[config.mk]
export PLATFORM = sky130hd
export DESIGN_NAME = kalman_gain_seq_flat
export DESIGN_NICKNAME = d
export VERILOG_FILES = /design/src/rtl/kf_pkg.sv /design/src/rtl/kalman_gain_seq_if.sv /design/src/rtl/fxp_div_seq.sv /design/src/rtl/kalman_gain_seq.sv /design/src/flat_wrapper.sv
export SDC_FILE = /design/constraint.sdc
export NUM_CORES = 1
export LEC_CHECK = 0
export CORE_MARGIN = 2
export CORE_UTILIZATION = 53
export CTS_BUF_LIST = sky130_fd_sc_hd__clkbuf_8
export DETAILED_ROUTE_END_ITERATION = 12
export DONT_BUFFER_PORTS = 1
export PLACE_DENSITY_LB_ADDON = 0.05
export SYNTH_ARGS = -nofsm -noshare
export SYNTH_HDL_FRONTEND = slang
export SYNTH_HIERARCHICAL = 1
export SYNTH_SLANG_ARGS = --single-unit
[constraint.sdc]
create_clock -name clk -period 7.8 [get_ports clk]
set_input_delay 0.39 -clock clk [delete_from_list [all_inputs] [get_ports clk]]
set_output_delay 0.39 -clock clk [all_outputs]
set_load 0.01 [all_outputs]
[src/rtl/kf_pkg.sv]
// Shared definitions for the Kalman-gain stage: format defaults, FSM encoding,
// the unity constant and signed saturation.
package kf_pkg;

    localparam int N_DEF    = 20;
    localparam int FRAC_DEF = 10;
    localparam int ONE      = 1 << FRAC_DEF;

    localparam logic [2:0] ST_IDLE = 3'd0;
    localparam logic [2:0] ST_SUM  = 3'd1;
    localparam logic [2:0] ST_DIV0 = 3'd2;
    localparam logic [2:0] ST_DIV1 = 3'd3;
    localparam logic [2:0] ST_FIN  = 3'd4;

    typedef enum logic [2:0] {
        IDLE = ST_IDLE,
        SUM  = ST_SUM,
        DIV0 = ST_DIV0,
        DIV1 = ST_DIV1,
        FIN  = ST_FIN
    } state_t;

    // Clamp a wide signed value into the signed n-bit range (no wrap-around).
    function automatic logic signed [63:0] sat_to_n(input logic signed [63:0] x, input int n);
        logic signed [63:0] hi;
        logic signed [63:0] lo;
        hi = (64'sd1 <<< (n - 1)) - 64'sd1;
        lo = -(64'sd1 <<< (n - 1));
        if (x > hi) return hi;
        if (x < lo) return lo;
        return x;
    endfunction

endpackage

[src/rtl/kalman_gain_seq_if.sv]
// Request/result bundle between the prior-covariance stage, the gain stage and
// the posterior update stage.
interface kalman_gain_seq_if
    import kf_pkg::*;
#(
    parameter int N = N_DEF
);
    logic                start;
    logic signed [N-1:0] p00;
    logic signed [N-1:0] p10;
    logic signed [N-1:0] r;
    logic                busy;
    logic                done;
    logic                div_err;
    logic signed [N-1:0] S_INNOV;
    logic signed [N-1:0] K0;
    logic signed [N-1:0] K1;

    modport master (
        output start, p00, p10, r,
        input  busy, done, div_err, S_INNOV, K0, K1
    );

    modport slave (
        input  start, p00, p10, r,
        output busy, done, div_err, S_INNOV, K0, K1
    );
endinterface

[src/rtl/fxp_div_seq.sv]
// Unsigned bit-serial restoring divider: one quotient bit per cycle, MSB first.
// The dividend is left-aligned in an ITERS-bit shifter so extra iterations yield guard bits.
module fxp_div_seq #(
    parameter int N     = 20,
    parameter int FRAC  = 10,
    parameter int ITERS = N + FRAC
) (
    input  logic               clk,
    input  logic               rst,
    input  logic               load,
    input  logic [N+FRAC-1:0]  dividend,
    input  logic [N:0]         divisor,
    output logic               busy,
    output logic               valid,
    output logic [ITERS-1:0]   quotient
);
    localparam int DW = N + FRAC;
    localparam int CW = $clog2(ITERS + 1);

    logic [ITERS-1:0] num_sr;
    logic [N:0]       rem;
    logic [N:0]       dvs;
    logic [N+1:0]     shifted;
    logic [N:0]       diff;
    logic             fits;
    logic [CW-1:0]    cnt;

    // Remainder stays below the divisor, so the low N+1 bits of the difference are exact.
    assign shifted = {rem, num_sr[ITERS-1]};
    assign fits    = shifted >= {1'b0, dvs};
    assign diff    = shifted[N:0] - dvs;

    always_ff @(posedge clk or posedge rst) begin
        if (rst) begin
            busy  <= 1'b0;
            valid <= 1'b0;
            cnt   <= '0;
        end else if (load) begin
            busy  <= 1'b1;
            valid <= 1'b0;
            cnt   <= CW'(ITERS);
        end else if (busy) begin
            cnt <= cnt - 1'b1;
            if (cnt == CW'(1)) begin
                busy  <= 1'b0;
                valid <= 1'b1;
            end
        end else begin
            valid <= 1'b0;
        end
    end

    always_ff @(posedge clk) begin
        if (load) begin
            num_sr   <= ITERS'(dividend) << (ITERS - DW);
            rem      <= '0;
            dvs      <= divisor;
            quotient <= '0;
        end else if (busy) begin
            num_sr   <= num_sr << 1;
            rem      <= fits ? diff : shifted[N:0];
            quotient <= {quotient[ITERS-2:0], fits};
        end
    end

endmodule

[src/rtl/kalman_gain_seq.sv]
// Innovation covariance S = P00 + r and gain K = [P00/S ; P10/S] via one shared serial divider.
// Optional macro KGAIN_RND_EN: one guard quotient bit and round-half-away-from-zero.
module kalman_gain_seq
    import kf_pkg::*;
#(
    parameter int N    = N_DEF,
    parameter int FRAC = FRAC_DEF
) (
    input logic              clk,
    input logic              rst,
    kalman_gain_seq_if.slave bus
);
`ifdef KGAIN_RND_EN
    localparam int DIV_ITERS = N + FRAC + 1;
`else
    localparam int DIV_ITERS = N + FRAC;
`endif

    state_t              state;
    logic signed [N-1:0] p00_q;
    logic signed [N-1:0] p10_q;
    logic signed [N-1:0] r_q;
    logic signed [N:0]   s_q;
    logic signed [N:0]   s_sum;
    logic                sum_bad;
    logic                busy_q;
    logic                done_q;
    logic                err_q;
    logic signed [N-1:0] s_innov_q;
    logic signed [N-1:0] k0_q;
    logic signed [N-1:0] k1_q;

    logic                 accept;
    logic                 div_load;
    logic                 div_busy;
    logic                 div_valid;
    logic                 div_ready;
    logic [N+FRAC-1:0]    div_dividend;
    logic [N:0]           div_divisor;
    logic [DIV_ITERS-1:0] div_quot;

    function automatic logic [N-1:0] mag_n(input logic signed [N-1:0] x);
        return x[N-1] ? -x : x;
    endfunction

    // Magnitude quotient -> optional rounding -> numerator sign -> N-bit saturation.
    function automatic logic signed [N-1:0] gain_of(input logic [DIV_ITERS-1:0] q, input logic neg);
        logic [DIV_ITERS:0] m;
        logic signed [63:0] w;
`ifdef KGAIN_RND_EN
        m = ({1'b0, q} + {{DIV_ITERS{1'b0}}, 1'b1}) >> 1;
`else
        m = {1'b0, q};
`endif
        w = 64'(m);
        if (neg) w = -w;
        return N'(sat_to_n(w, N));
    endfunction

    assign accept       = bus.start && (state == IDLE || state == FIN);
    assign s_sum        = {p00_q[N-1], p00_q} + {r_q[N-1], r_q};
    assign sum_bad      = s_sum[N] || (s_sum == '0);
    assign div_ready    = div_valid && !div_busy;
    assign div_load     = (state == SUM && !sum_bad) || (state == DIV0 && div_ready && !err_q);
    assign div_dividend = {mag_n(state == SUM ? p00_q : p10_q), {FRAC{1'b0}}};
    assign div_divisor  = (state == SUM) ? s_sum : s_q;

    fxp_div_seq #(
        .N     (N),
        .FRAC  (FRAC),
        .ITERS (DIV_ITERS)
    ) u_div (
        .clk      (clk),
        .rst      (rst),
        .load     (div_load),
        .dividend (div_dividend),
        .divisor  (div_divisor),
        .busy     (div_busy),
        .valid    (div_valid),
        .quotient (div_quot)
    );

    always_ff @(posedge clk) begin
        if (accept) begin
            p00_q <= bus.p00;
            p10_q <= bus.p10;
            r_q   <= bus.r;
        end
        if (state == SUM) s_q <= s_sum;
    end

    // A bad divisor skips the divider but still passes through the two write slots,
    // so the error path keeps a fixed, short latency.
    always_ff @(posedge clk or posedge rst) begin
        if (rst) begin
            state     <= IDLE;
            busy_q    <= 1'b0;
            done_q    <= 1'b0;
            err_q     <= 1'b0;
            s_innov_q <= '0;
            k0_q      <= '0;
            k1_q      <= '0;
        end else begin
            done_q <= 1'b0;
            case (state)
                IDLE, FIN: begin
                    if (accept) begin
                        busy_q <= 1'b1;
                        err_q  <= 1'b0;
                        state  <= SUM;
                    end else begin
                        state <= IDLE;
                    end
                end
                SUM: begin
                    s_innov_q <= N'(sat_to_n({{(63 - N){s_sum[N]}}, s_sum}, N));
                    if (sum_bad) begin
                        err_q <= 1'b1;
                        k0_q  <= '0;
                        k1_q  <= '0;
                    end else begin
                        err_q <= 1'b0;
                    end
                    state <= DIV0;
                end
                DIV0: begin
                    if (err_q) begin
                        state <= DIV1;
                    end else if (div_ready) begin
                        k0_q  <= gain_of(div_quot, p00_q[N-1]);
                        state <= DIV1;
                    end
                end
                DIV1: begin
                    if (err_q || div_ready) begin
                        if (!err_q) k1_q <= gain_of(div_quot, p10_q[N-1]);
                        busy_q <= 1'b0;
                        done_q <= 1'b1;
                        state  <= FIN;
                    end
                end
                default: state <= IDLE;
            endcase
        end
    end

    assign bus.busy    = busy_q;
    assign bus.done    = done_q;
    assign bus.div_err = err_q;
    assign bus.S_INNOV = s_innov_q;
    assign bus.K0      = k0_q;
    assign bus.K1      = k1_q;

endmodule

[src/flat_wrapper.sv]
// flat-port wrapper written by rule: the top's interface ports become plain ports
module kalman_gain_seq_flat import kf_pkg::*;
#(
    parameter int N    = N_DEF,
    parameter int FRAC = FRAC_DEF
)
  (clk, rst, bus_start, bus_p00, bus_p10, bus_r, bus_busy, bus_done, bus_div_err, bus_S_INNOV, bus_K0, bus_K1);
  kalman_gain_seq_if #(.N(N)) bus_i ();
  input logic clk;
  input logic rst;
  input wire logic [$bits(bus_i.start)-1:0] bus_start;
  input wire logic [$bits(bus_i.p00)-1:0] bus_p00;
  input wire logic [$bits(bus_i.p10)-1:0] bus_p10;
  input wire logic [$bits(bus_i.r)-1:0] bus_r;
  output wire logic [$bits(bus_i.busy)-1:0] bus_busy;
  output wire logic [$bits(bus_i.done)-1:0] bus_done;
  output wire logic [$bits(bus_i.div_err)-1:0] bus_div_err;
  output wire logic [$bits(bus_i.S_INNOV)-1:0] bus_S_INNOV;
  output wire logic [$bits(bus_i.K0)-1:0] bus_K0;
  output wire logic [$bits(bus_i.K1)-1:0] bus_K1;
  assign bus_i.start = bus_start;
  assign bus_i.p00 = bus_p00;
  assign bus_i.p10 = bus_p10;
  assign bus_i.r = bus_r;
  assign bus_busy = bus_i.busy;
  assign bus_done = bus_i.done;
  assign bus_div_err = bus_i.div_err;
  assign bus_S_INNOV = bus_i.S_INNOV;
  assign bus_K0 = bus_i.K0;
  assign bus_K1 = bus_i.K1;
  kalman_gain_seq #(.N(N), .FRAC(FRAC)) u_core (.clk(clk), .rst(rst), .bus(bus_i));
endmodule
==> key figures, run 1 <==
Yosys
  • Cell variety after synth: 88
  • Ys Warns: 6
  • Cell count after synthesis: 1,336
  • Synth Flop Type: edfxtp_1
  • Yosys reg bits: 256
  • Post-Synth Adder-Cell Area: 4.50%
  • Post-synthesis compound-gate area fraction: 16.3%
  • Mean Syn Cell Area: 10.2 sq um
  • Post-synth ARST share: 28.5%
  • Post-synthesis mux area share: 7.81%
  • Post-synthesis sequential area ratio: 48.3%
  • Simple-gate portion of the synthesized area: 13.9%
  • Number of synthesized flops with an enable pin: 111
  • Synth Area in XOR/XNOR: 5.63%
  • Mapped cell area: 13,700 sq um
  • Largest family of logic cells by synthesized area: compound AO/OA/AOI/OAI gates

Clock tree
  • Clock Path Buffers: 3
  • Skew-Pair Late Insertion Delay: 0.55 ns
  • Root buffer cell: clkbuf_8
  • Clock sink count: 256
  • CTS buffer count: 43
  • CTS tree: built
  • Reg clk slew, reported paths: 0.06 ns
  • # resized after CTS: 0
  • H-tree levels: 2

Routing
  • DR vias: 10,200
  • Vias/cell: 5.80
  • DRC violations left: 0
  • Antenna viol nets, final: 0
  • WL final: 33.8 mm
  • Drt wl/cell: 19.2 microns
  • DR pass1 iterations: 8
  • Starting DRT DRC Count: 586

Timing
  • Period utilisation layout: 69.8%
  • Setup TNS: 0 ns
  • Crit path time final: 5.44 ns
  • Final-report hold violation count: 2
  • Final Max Slew Viols: 0
  • Final Skew: 0.0217 ns
  • RSZ-0062 raised after global routing: no
  • Setup violators final: 0
  • Slew @ Worst Pin: 1.14 ns
  • Max Clock Freq: 184 MHz
  • WHS: -0.00560 ns
  • Rel. slew slack: 23.7%

Global route
  • First-pass GRT wire length: 53.4 mm
  • Initial antenna violation count: 0
  • Number of global-route vias before repair: 9,841
  • GRT Total Usage: 25.1%
  • Pin count of the biggest net entering global routing: 72
  • Remaining Overflow, GRT: 0

Layout
  • Antenna cells: 0
  • Final Util: 60.7%
  • Post-route cell area: 15,300 sq um
  • Fill cells: 2,175
  • Fin nets: 1,503
  • Layout cell share with drive strength beyond 1: 9.75%
  • Syn-to-layout area delta: 12.0%

Setup path
  • Crit. End Element: flip-flop
  • CP peak stage delay: 0.79 ns
  • CP required: 7.88 ns
  • Delay-heaviest family, CP: simple AND/OR/NAND/NOR gates
  • Crit Path Max Fanout: 32
  • Crit start category: flip-flop
  • Worst R2R Path Depth: 12
  • Worst path bufs/invs: 1
  • Slowest CP cell: inv_1
  • Worst Path Class, Setup: flip-flop to flip-flop
  • Worst r2r src: u_core/p00_q[9]
  • R2R setup slack: 2.36 ns
  • Worst reg2reg path endpoint: u_core/u_div/num_sr[4]
  • Data arrival time at the worst-slack endpoint: 5.53 ns
  • Critical path, cell by cell: ha_1, nand2_1, or3_1, a211o_1, o2111ai_2, o221a_2, xor2_1, or4b_4, o21a_1, or2_4, nor2_1, inv_1

Die
  • Initial core utilization: 54.2%
  • Die area: 27,100 sq um
  • Row cnt: 58
  • Core Area: 25,300 sq um
  • Die Wd: 165 microns
  • Die Ht: 165 microns
  • I/O Pins: 126

Place
  • GP Congestion: 0.888
  • Placed Instance Area: 13,900 sq um
  • IO buf count: 0
  • DP Wirelength: 23.6 mm

Power and ir drop
  • Total Power: 6.70 mW
  • Leakage: 6.49 nW
  • Cell area power density: 437 nW/um^2
  • Psw: 2.82 mW
  • Internal Power: 3.88 mW
  • Comb pwr share: 45.9%
  • Sw frac: 42.1%
  • Peak VDD IR: 0.000314 V
  • Power share of the sequential group: 37.8%
  • Clk pwr share: 16.3%

Status
  • Failing checks: hold timing
  • Status: finished with violations

Worst hold path
  • Hold WC Path Type: primary input to asynchronous set/reset pin

Flow run
  • # Max-Cap Violations: 0
-- cell usage after synthesis, types with 4 or more instances --
library cell	number	share of area [%]
nor2b_1	9	0.41
or3_1	15	0.69
a21o_1	15	0.82
a22o_1	40	2.6
xnor2_1	43	2.8
buf_4	4	0.22
mux2_2	46	3.8
nand4b_1	4	0.26
mux2i_1	55	4.0
nand3_1	13	0.48
or2_2	10	0.46
nand2_1	140	3.8
nor4_1	10	0.46
and2_1	8	0.37
nand2b_1	15	0.69
a31oi_1	10	0.46
o211ai_1	10	0.55
o21ai_0	84	3.1
xor2_1	45	2.9
o31a_1	4	0.26
a211o_1	7	0.45
o31ai_1	11	0.60
dfxtp_1	72	11
a21oi_1	57	2.1
nand4_1	7	0.32
nor2_1	101	2.8
buf_2	4	0.15
o22ai_1	5	0.23
and3_1	12	0.55
nor3_1	37	1.4
dfrtp_1	73	13
ha_1	46	4.2
inv_1	52	1.4
a211oi_1	15	0.82
clkbuf_1	55	1.5
buf_1	6	0.16
o21a_1	11	0.60
edfxtp_1	111	24
-- logic make-up after synthesis --
group                    Yosys count
AND/OR/NAND/NOR                  400
adder cells (fa/ha/maj)           48
multiplexers                     101
AO/OA/AOI/OAI                    320
flip-flops                       256
XOR/XNOR                          88
other                              1
buffers and inverters            122
-- per-stage QoR --
stage	instances	worst slack, ns
4_1_cts	1756	2.39
3_5_place_dp	1616	2.37
2_1_floorplan	1345	3.02
6_report	1756	2.36
5_1_grt	1756	2.02
3_3_place_gp	1616	2.45
-- layout make-up --
| type | instances | area, sq um | area share (%) |
|---|---|---|---|
| repair buffers | 72 | 693 | 4.52 |
| inverters | 52 | 195 | 1.27 |
| clock buffers | 47 | 647 | 4.22 |
| flip-flops and latches | 256 | 6600 | 43.1 |
| multi-input cells | 967 | 6640 | 43.3 |
| well taps | 330 | 413 | 2.69 |
| clock inverters | 32 | 133 | 0.866 |
-- worst max-delay path by stage --
stage	from	endpoint	slack, ns	cells after the start
floorplan	u_core/p00_q[11]	u_core/u_div/num_sr[0]	3.02	15
global placement	u_core/p00_q[9]	u_core/u_div/num_sr[2]	2.45	12
detailed placement	u_core/p00_q[0]	u_core/u_div/num_sr[2]	2.37	13
CTS	u_core/p00_q[9]	u_core/u_div/num_sr[28]	2.39	12
global route	u_core/p00_q[1]	u_core/u_div/num_sr[6]	2.02	12
finish	u_core/p00_q[9]	u_core/u_div/num_sr[4]	2.36	12
-- worst register-to-register path, stage by stage (launching register included) --
cell and delay (ns):
edfxtp_1 0.42, ha_1 0.45, nand2_1 0.15, or3_1 0.41
a211o_1 0.32, o2111ai_2 0.12, o221a_2 0.26, xor2_1 0.07
or4b_4 0.59, o21a_1 0.22, or2_4 0.40, nor2_1 0.75
inv_1 0.79
-- state kept, by name, indices dropped and copies added, names as in the netlist, 20 cells and up --
signal / count
u_core/s_q: 21
u_core/bus.K1: 20
u_core/u_div/quotient: 30
u_core/p10_q: 20
u_core/u_div/rem: 21
u_core/u_div/num_sr: 30
u_core/p00_q: 20
u_core/bus.S_INNOV: 20
u_core/bus.K0: 20
u_core/r_q: 20
u_core/u_div/dvs: 21
-- timing repair --
action | in CTS | in global routing
hold buffers | 61 | 0
buffers inserted | 0 | 0
hold endpoints to repair | 67 | 0
endpoints found under the setup margin | 0 | 0
-- cell usage in the layout (no fill, tap or decap), types with 5 or more instances in the layout --
| master | netlist | layout |
|---|---|---|
| o211ai_1 | 10 | 10 |
| dfrtp_1 | 73 | 72 |
| nor3_1 | 37 | 37 |
| mux2i_1 | 55 | 55 |
| xnor2_1 | 43 | 43 |
| nand2_1 | 140 | 140 |
| dlygate4sd3_1 | 0 | 61 |
| and2_1 | 8 | 7 |
| o21ai_0 | 84 | 84 |
| nand3_1 | 13 | 13 |
| dfxtp_1 | 72 | 72 |
| nor2_1 | 101 | 101 |
| nor4_1 | 10 | 10 |
| a211oi_1 | 15 | 15 |
| edfxtp_1 | 111 | 111 |
| clkbuf_8 | 0 | 47 |
| or2_2 | 10 | 9 |
| conb_1 | 1 | 10 |
| and3_1 | 12 | 12 |
| or3_1 | 15 | 15 |
| a211o_1 | 7 | 7 |
| a31oi_1 | 10 | 9 |
| a21oi_1 | 57 | 57 |
| inv_1 | 52 | 73 |
| a21o_1 | 15 | 15 |
| xor2_1 | 45 | 45 |
| o31ai_1 | 11 | 11 |
| buf_4 | 4 | 11 |
| clkinv_1 | 0 | 5 |
| nor2b_1 | 9 | 9 |
| nand2b_1 | 15 | 15 |
| o22ai_1 | 5 | 5 |
| ha_1 | 46 | 46 |
| a22o_1 | 40 | 40 |
| mux2_2 | 46 | 46 |
| o21a_1 | 11 | 11 |
| nand4_1 | 7 | 7 |
-- routing by layer --
| layer | share of wire, % | vias up | GRT usage, % | wire, microns |
|---|---|---|---|---|
| met2 | 47 | 274 | 41.0 | 16000 |
| met3 | 5.1 | 64 | 3.94 | 1720 |
| met1 | 45 | 4863 | 34.0 | 15100 |
| met4 | 2.9 | 0 | 8.70 | 969 |
| met5 | 0 | - | 0 | 0 |
| li1 | - | 4976 | - | - |
-- power by group through the flow --
| stage | Sequential [mW] | Clock [mW] | Combinational, mW |
|---|---|---|---|
| final | 2.53 | 1.09 | 3.08 |
| after global routing | 2.60 | 1.18 | 3.45 |
| after CTS | 2.54 | 1.12 | 3.07 |
| after detailed placement | 2.55 | 0 | 3.04 |
| after global placement | 2.55 | 0 | 3.00 |
| after floorplan | 2.36 | 0 | 2.50 |
(Power assumes the default switching activity.)
==> inputs of run 2 (changes only) <==
==> constraint.sdc (replaced) <==
create_clock -name clk -period 4.51 [get_ports clk]
set_input_delay 0.2255 -clock clk [delete_from_list [all_inputs] [get_ports clk]]
set_output_delay 0.2255 -clock clk [all_outputs]
set_load 0.01 [all_outputs]
==> run 2 against run 1 <==
Against the previous run: the run now ends clean; wire length is essentially flat; via count increased by 1.5%; non-clock buffer count is 26 higher; sequential share of layout area is 0.76 points lower; register-to-register slack worse by 2.1 ns; utilization grew 1.1 points; die area unchanged; power increased by 78%; clock skew up 0.0060 ns.
==> key figures, run 2 (synthesized netlist as in run 1, its figures left out) <==
Status
  • Status: completed

Layout
  • Syn-to-layout area delta: 14.0%
  • Layout cell share with drive strength beyond 1: 11.6%
  • Largest regs: u_core/u_div/num_sr: 30 flops, u_core/u_div/quotient: 30 flops
  • Final Non-Filler Cells: 1,781
  • Most frequent cells in the layout: nand2_1 (140), edfxtp_1 (111), nor2_1 (101)
  • Most common cell after layout, fill and taps aside: nand2_1
  • Antenna cells: 0
  • Fin nets: 1,529
  • Final Util: 61.8%

Power and ir drop
  • Cell area power density: 766 nW/um^2
  • Peak VDD IR: 0.000410 V
  • Leakage: 6.63 nW

Die
  • Initial core utilization: 54.2%
  • Core Area: 25,300 sq um
  • Die area: 27,100 sq um
  • Row cnt: 58
  • I/O Pins: 126
  • Die Wd: 165 microns
  • Die Ht: 165 microns

Setup path
  • Worst path bufs/invs: 1
  • Slowest CP cell: or4b_4
  • Crit Path Max Fanout: 46
  • CP required: 4.79 ns
  • Data arrival time at the worst-slack endpoint: 4.49 ns
  • CP peak stage delay: 0.59 ns
  • Crit. End Element: flip-flop
  • Critical path, cell by cell: ha_1, nand2_1, or3_1, a211o_1, o2111ai_2, o221a_2, xor2_1, or4b_4, o21a_1, or2_4, buf_4, mux2_2
  • Crit start category: flip-flop
  • Worst Path Class, Setup: flip-flop to flip-flop
  • Delay-heaviest family, CP: simple AND/OR/NAND/NOR gates

Clock tree
  • CTS buffer count: 43
  • Skew-Pair Late Insertion Delay: 0.55 ns
  • Reg clk slew, reported paths: 0.06 ns
  • Clock sink count: 256
  • CTS tree: built
  • Clock Path Buffers: 3
  • Post-CTS Setup Repair Bufs: 0
  • Root buffer cell: clkbuf_8
  • # resized after CTS: 0
  • H-tree levels: 2

Timing
  • Max Clock Freq: 237 MHz
  • Rel. slew slack: 32.3%
  • Final-report hold violation count: 0
  • RSZ-0062 raised after global routing: no
  • Crit path time final: 4.21 ns
  • Setup TNS: 0 ns
  • Period utilisation layout: 93.4%
  • Final Max Slew Viols: 0
  • Setup violators final: 0
  • Slew @ Worst Pin: 1.01 ns
  • Final Skew: 0.0277 ns

Place
  • DP Wirelength: 23.7 mm
  • # placed instances: 1,641
  • GP Congestion: 0.897
  • IO buf count: 0

Global route
  • Number of global-route vias before repair: 9,797
  • GRT Total Usage: 25.1%
  • Pin count of the biggest net entering global routing: 67
  • GRT busiest layer: met1
  • Met3 Use GR: 4.72%
  • Remaining Overflow, GRT: 0
  • Initial antenna violation count: 0
  • Met2 usage: 36.4%
  • First-pass GRT wire length: 53.8 mm
  • Met1 GRT Util: 39.1%

Routing
  • Antenna viol nets, final: 0
  • Starting DRT DRC Count: 942
  • DRC violations left: 0
  • Drt wl/cell: 19.0 microns
  • Vias/cell: 5.80
  • WL final: 33.8 mm
  • DR vias: 10,300
  • DR pass1 iterations: 5

Worst hold path
  • Hold WC Path Type: primary input to asynchronous set/reset pin

Flow run
  • # Max-Cap Violations: 0
==> run 2: routing by layer <==
metal | wire, microns | vias up | part of all wire (%)
li1 | - | 5030 | -
met1 | 16600 | 4945 | 49
met2 | 14400 | 311 | 43
met3 | 2220 | 48 | 6.6
met4 | 507 | 0 | 1.5
met5 | 0 | - | 0
==> run 2: path summary, 6_finish.rpt <==
check	cells past startpoint	slack, ns	startpoint	endpoint
setup / recovery	12	0.30	u_core/p00_q[9]	u_core/u_div/num_sr[11]
hold / removal	2	0.11	rst	u_core/u_div/cnt[2]
setup reg to reg	12	0.30	u_core/p00_q[9]	u_core/u_div/num_sr[11]
hold reg to reg	1	0.45	u_core/s_q[19]	u_core/s_q[19]
max in group asynchronous	3	3.44	rst	u_core/bus.K0[7]
min in group clk	1	0.30	bus_p00[2]	u_core/p00_q[2]
==> run 2: final cells by class <==
type                    instances  area, sq um
repair buffers                 98          903
clock inverters                30          174
well taps                     330          413
multi-input cells             967         6650
fillers                      2161         9660
inverters                      52          199
clock buffers                  48          661
flip-flops and latches        256         6600
==> run 2: power by group <==
| part | total [mW] | switching, mW | leakage, nW | internal [mW] |
|---|---|---|---|---|
| registers | 4.36 | 0.853 | 2.57 | 3.50 |
| logic | 5.59 | 3.20 | 3.58 | 2.38 |
| clock network | 2.00 | 0.914 | 0.489 | 1.09 |
==> run 2: through the flow <==
stage                     setup WS (ns)  total power [mW]  cell area, sq um  hold slack, ns
after floorplan                  0.0289              8.42             13700          0.0289
after global placement            0.409              9.82             14100          0.0673
after detailed placement          0.336              9.88             14100          0.0705
after CTS                         0.301              12.0             15600          0.0883
after global routing             0.0479              12.9             15600           0.122
final                             0.297              11.9             15600           0.108
==> run 2: what timing repair did <==
action / in CTS / in global routing
hold endpoints to repair: 134 / 0
hold buffers: 62 / 0
endpoints found under the setup margin: 0 / 0
==> inputs of run 3 (changes only) <==
==> constraint.sdc (replaced) <==
create_clock -name clk -period 3.7 [get_ports clk]
set_input_delay 0.185 -clock clk [delete_from_list [all_inputs] [get_ports clk]]
set_output_delay 0.185 -clock clk [all_outputs]
set_load 0.01 [all_outputs]
==> run 3 against run 2 <==
Against the previous run: the run now ends with setup timing left; flip-flop and latch count did not move; largest power group unchanged; critical path type unchanged; non-clock buffer count rose by 92; clock skew fell by 0.0021 ns; die area did not move; sequential share of layout area fell by 2.9 points.
==> key figures, run 3 (synthesized netlist as in run 1, its figures left out) <==
Layout
  • Fin nets: 1,621
  • Final Util: 66.4%
  • Layout cell share with drive strength beyond 1: 20.0%
  • Most frequent cells in the layout: nand2_1 (132), buf_4 (114), edfxtp_1 (111)
  • Final Non-Filler Cells: 1,874
  • Syn-to-layout area delta: 22.5%
  • Most common cell after layout, fill and taps aside: nand2_1
  • Largest regs: u_core/u_div/num_sr: 30 flops, u_core/u_div/quotient: 30 flops
  • Post-route cell area: 16,800 sq um
  • Antenna cells: 0

Global route
  • Pin count of the biggest net entering global routing: 60
  • Number of global-route vias before repair: 10,300
  • First-pass GRT wire length: 54.6 mm
  • GRT Total Usage: 25.6%
  • Initial antenna violation count: 0
  • Remaining Overflow, GRT: 0

Routing
  • Antenna viol nets, final: 0
  • Starting DRT DRC Count: 607
  • Drt wl/cell: 18.6 microns
  • DR pass1 iterations: 5
  • WL final: 34.8 mm
  • DR vias: 10,600
  • DRC violations left: 0
  • Vias/cell: 5.67

Clock tree
  • Clock Path Buffers: 3
  • Reg clk slew, reported paths: 0.06 ns
  • Skew-Pair Late Insertion Delay: 0.56 ns
  • CTS tree: built
  • CTS buffer count: 43
  • Clock sink count: 256
  • Root buffer cell: clkbuf_8
  • H-tree levels: 2

Place
  • Pre-CTS setup slack: -0.0772 ns
  • Placed Instance Area: 14,900 sq um
  • DP Wirelength: 24.3 mm
  • IO buf count: 0
  • # placed instances: 1,720
  • GP Congestion: 0.890

Power and ir drop
  • Psw: 6.41 mW
  • Total Power: 15.7 mW
  • Leakage: 7.19 nW
  • Sw frac: 40.8%
  • Clk pwr share: 16.2%
  • Power share of the sequential group: 32.8%
  • Peak VDD IR: 0.000519 V
  • Cell area power density: 936 nW/um^2
  • Comb pwr share: 51.1%
  • Internal Power: 9.29 mW

Timing
  • Period utilisation layout: 102%
  • Final-report hold violation count: 0
  • Setup WS post-layout: -0.0758 ns
  • Slew @ Worst Pin: 0.889 ns
  • RSZ-0062 raised after global routing: yes
  • Crit path time final: 3.78 ns
  • Final Max Slew Viols: 0
  • Rel. slew slack: 40.8%
  • Final Skew: 0.0256 ns
  • Max Clock Freq: 265 MHz
  • Setup violators final: 62

Die
  • Core Area: 25,300 sq um
  • Initial core utilization: 54.2%
  • Die area: 27,100 sq um
  • Row cnt: 58
  • Die Ht: 165 microns
  • Die Wd: 165 microns
  • I/O Pins: 126

Flow run
  • # Max-Cap Violations: 0

Setup path
  • Crit Path Max Fanout: 22
  • CP required: 3.99 ns
  • Worst R2R Path Depth: 12
  • Data arrival time at the worst-slack endpoint: 4.07 ns
  • Crit start category: flip-flop
  • Worst Path Class, Setup: flip-flop to flip-flop
  • Crit. End Element: flip-flop

Worst hold path
  • Hold WC Path Type: primary input to asynchronous set/reset pin

Status
  • Failing checks: setup timing
  • Status: finished with violations
==> run 3: power groups by stage <==
stage          clock network (mW)  registers [mW]  logic, mW
2_1_floorplan                   0            4.99       5.37
3_3_place_gp                    0            5.17       7.30
3_5_place_dp                    0            5.19       7.42
4_1_cts                      2.59            5.14       7.54
5_1_grt                      2.72            5.28       8.84
6_report                     2.54            5.15       8.01
==> run 3: path summary, 6_finish.rpt <==
check,to,start,slack [ns]
max,u_core/u_div/num_sr[17],u_core/p00_q[3],-0.08
min,u_core/u_div/cnt[0],rst,0.06
max reg2reg,u_core/u_div/num_sr[17],u_core/p00_q[3],-0.08
min reg2reg,u_core/s_q[1],u_core/s_q[1],0.46
max in group asynchronous,u_core/bus.K0[13],rst,2.49
min in group clk,u_core/r_q[4],bus_r[4],0.26
==> run 3: stage by stage <==
stage,hold slack (ns),setup TNS (ns)
detailed placement,0.0278,-2.96
finish,0.0610,-2.92
global route,0.0757,-11.49
global placement,0.0231,-2.64
floorplan,-0.0116,-14.96
CTS,0.0356,-1.12
==> run 3: per-layer routing <==
layer / global-route usage (%) / vias up / part of all wire, %
met5: 0 / - / 0
met4: 8.02 / 0 / 2.6
met3: 4.55 / 58 / 5.4
met2: 41.3 / 293 / 47
met1: 35.3 / 5056 / 45
li1: - / 5225 / -
==> run 3: worst max-delay path, stage by stage (launching register included) <==
cell	delay [ns]
edfxtp_1	0.44
ha_4	0.30
a21o_1	0.20
a21oi_1	0.24
a211o_1	0.24
o2111ai_4	0.15
o221a_4	0.28
xor2_1	0.15
or4b_4	0.53
o21a_1	0.21
or2_4	0.30
buf_12	0.18
mux2_2	0.28
==> run 3: area by class of cell <==
cell class                      instances  area [sq um]
Fill cell                            1976          8490
Clock inverter                         33           233
Timing Repair Buffer                  190          1730
Clock buffer                           46           633
Inverter                               52           199
Sequential cell                       256          6600
Multi-Input combinational cell        967          6960
Tap cell                              330           413
==> run 3: timing repair <==
| action | 4_1_cts | 5_1_grt |
|---|---|---|
| hold buffers | 62 | 0 |
| endpoints found under the hold margin | 103 | 0 |
| setup buffers | 1 | 10 |
| gates cloned | 0 | 2 |
| gates resized for setup | 5 | 59 |
| setup endpoints to repair | 65 | 178 |
| pin swaps | 0 | 13 |
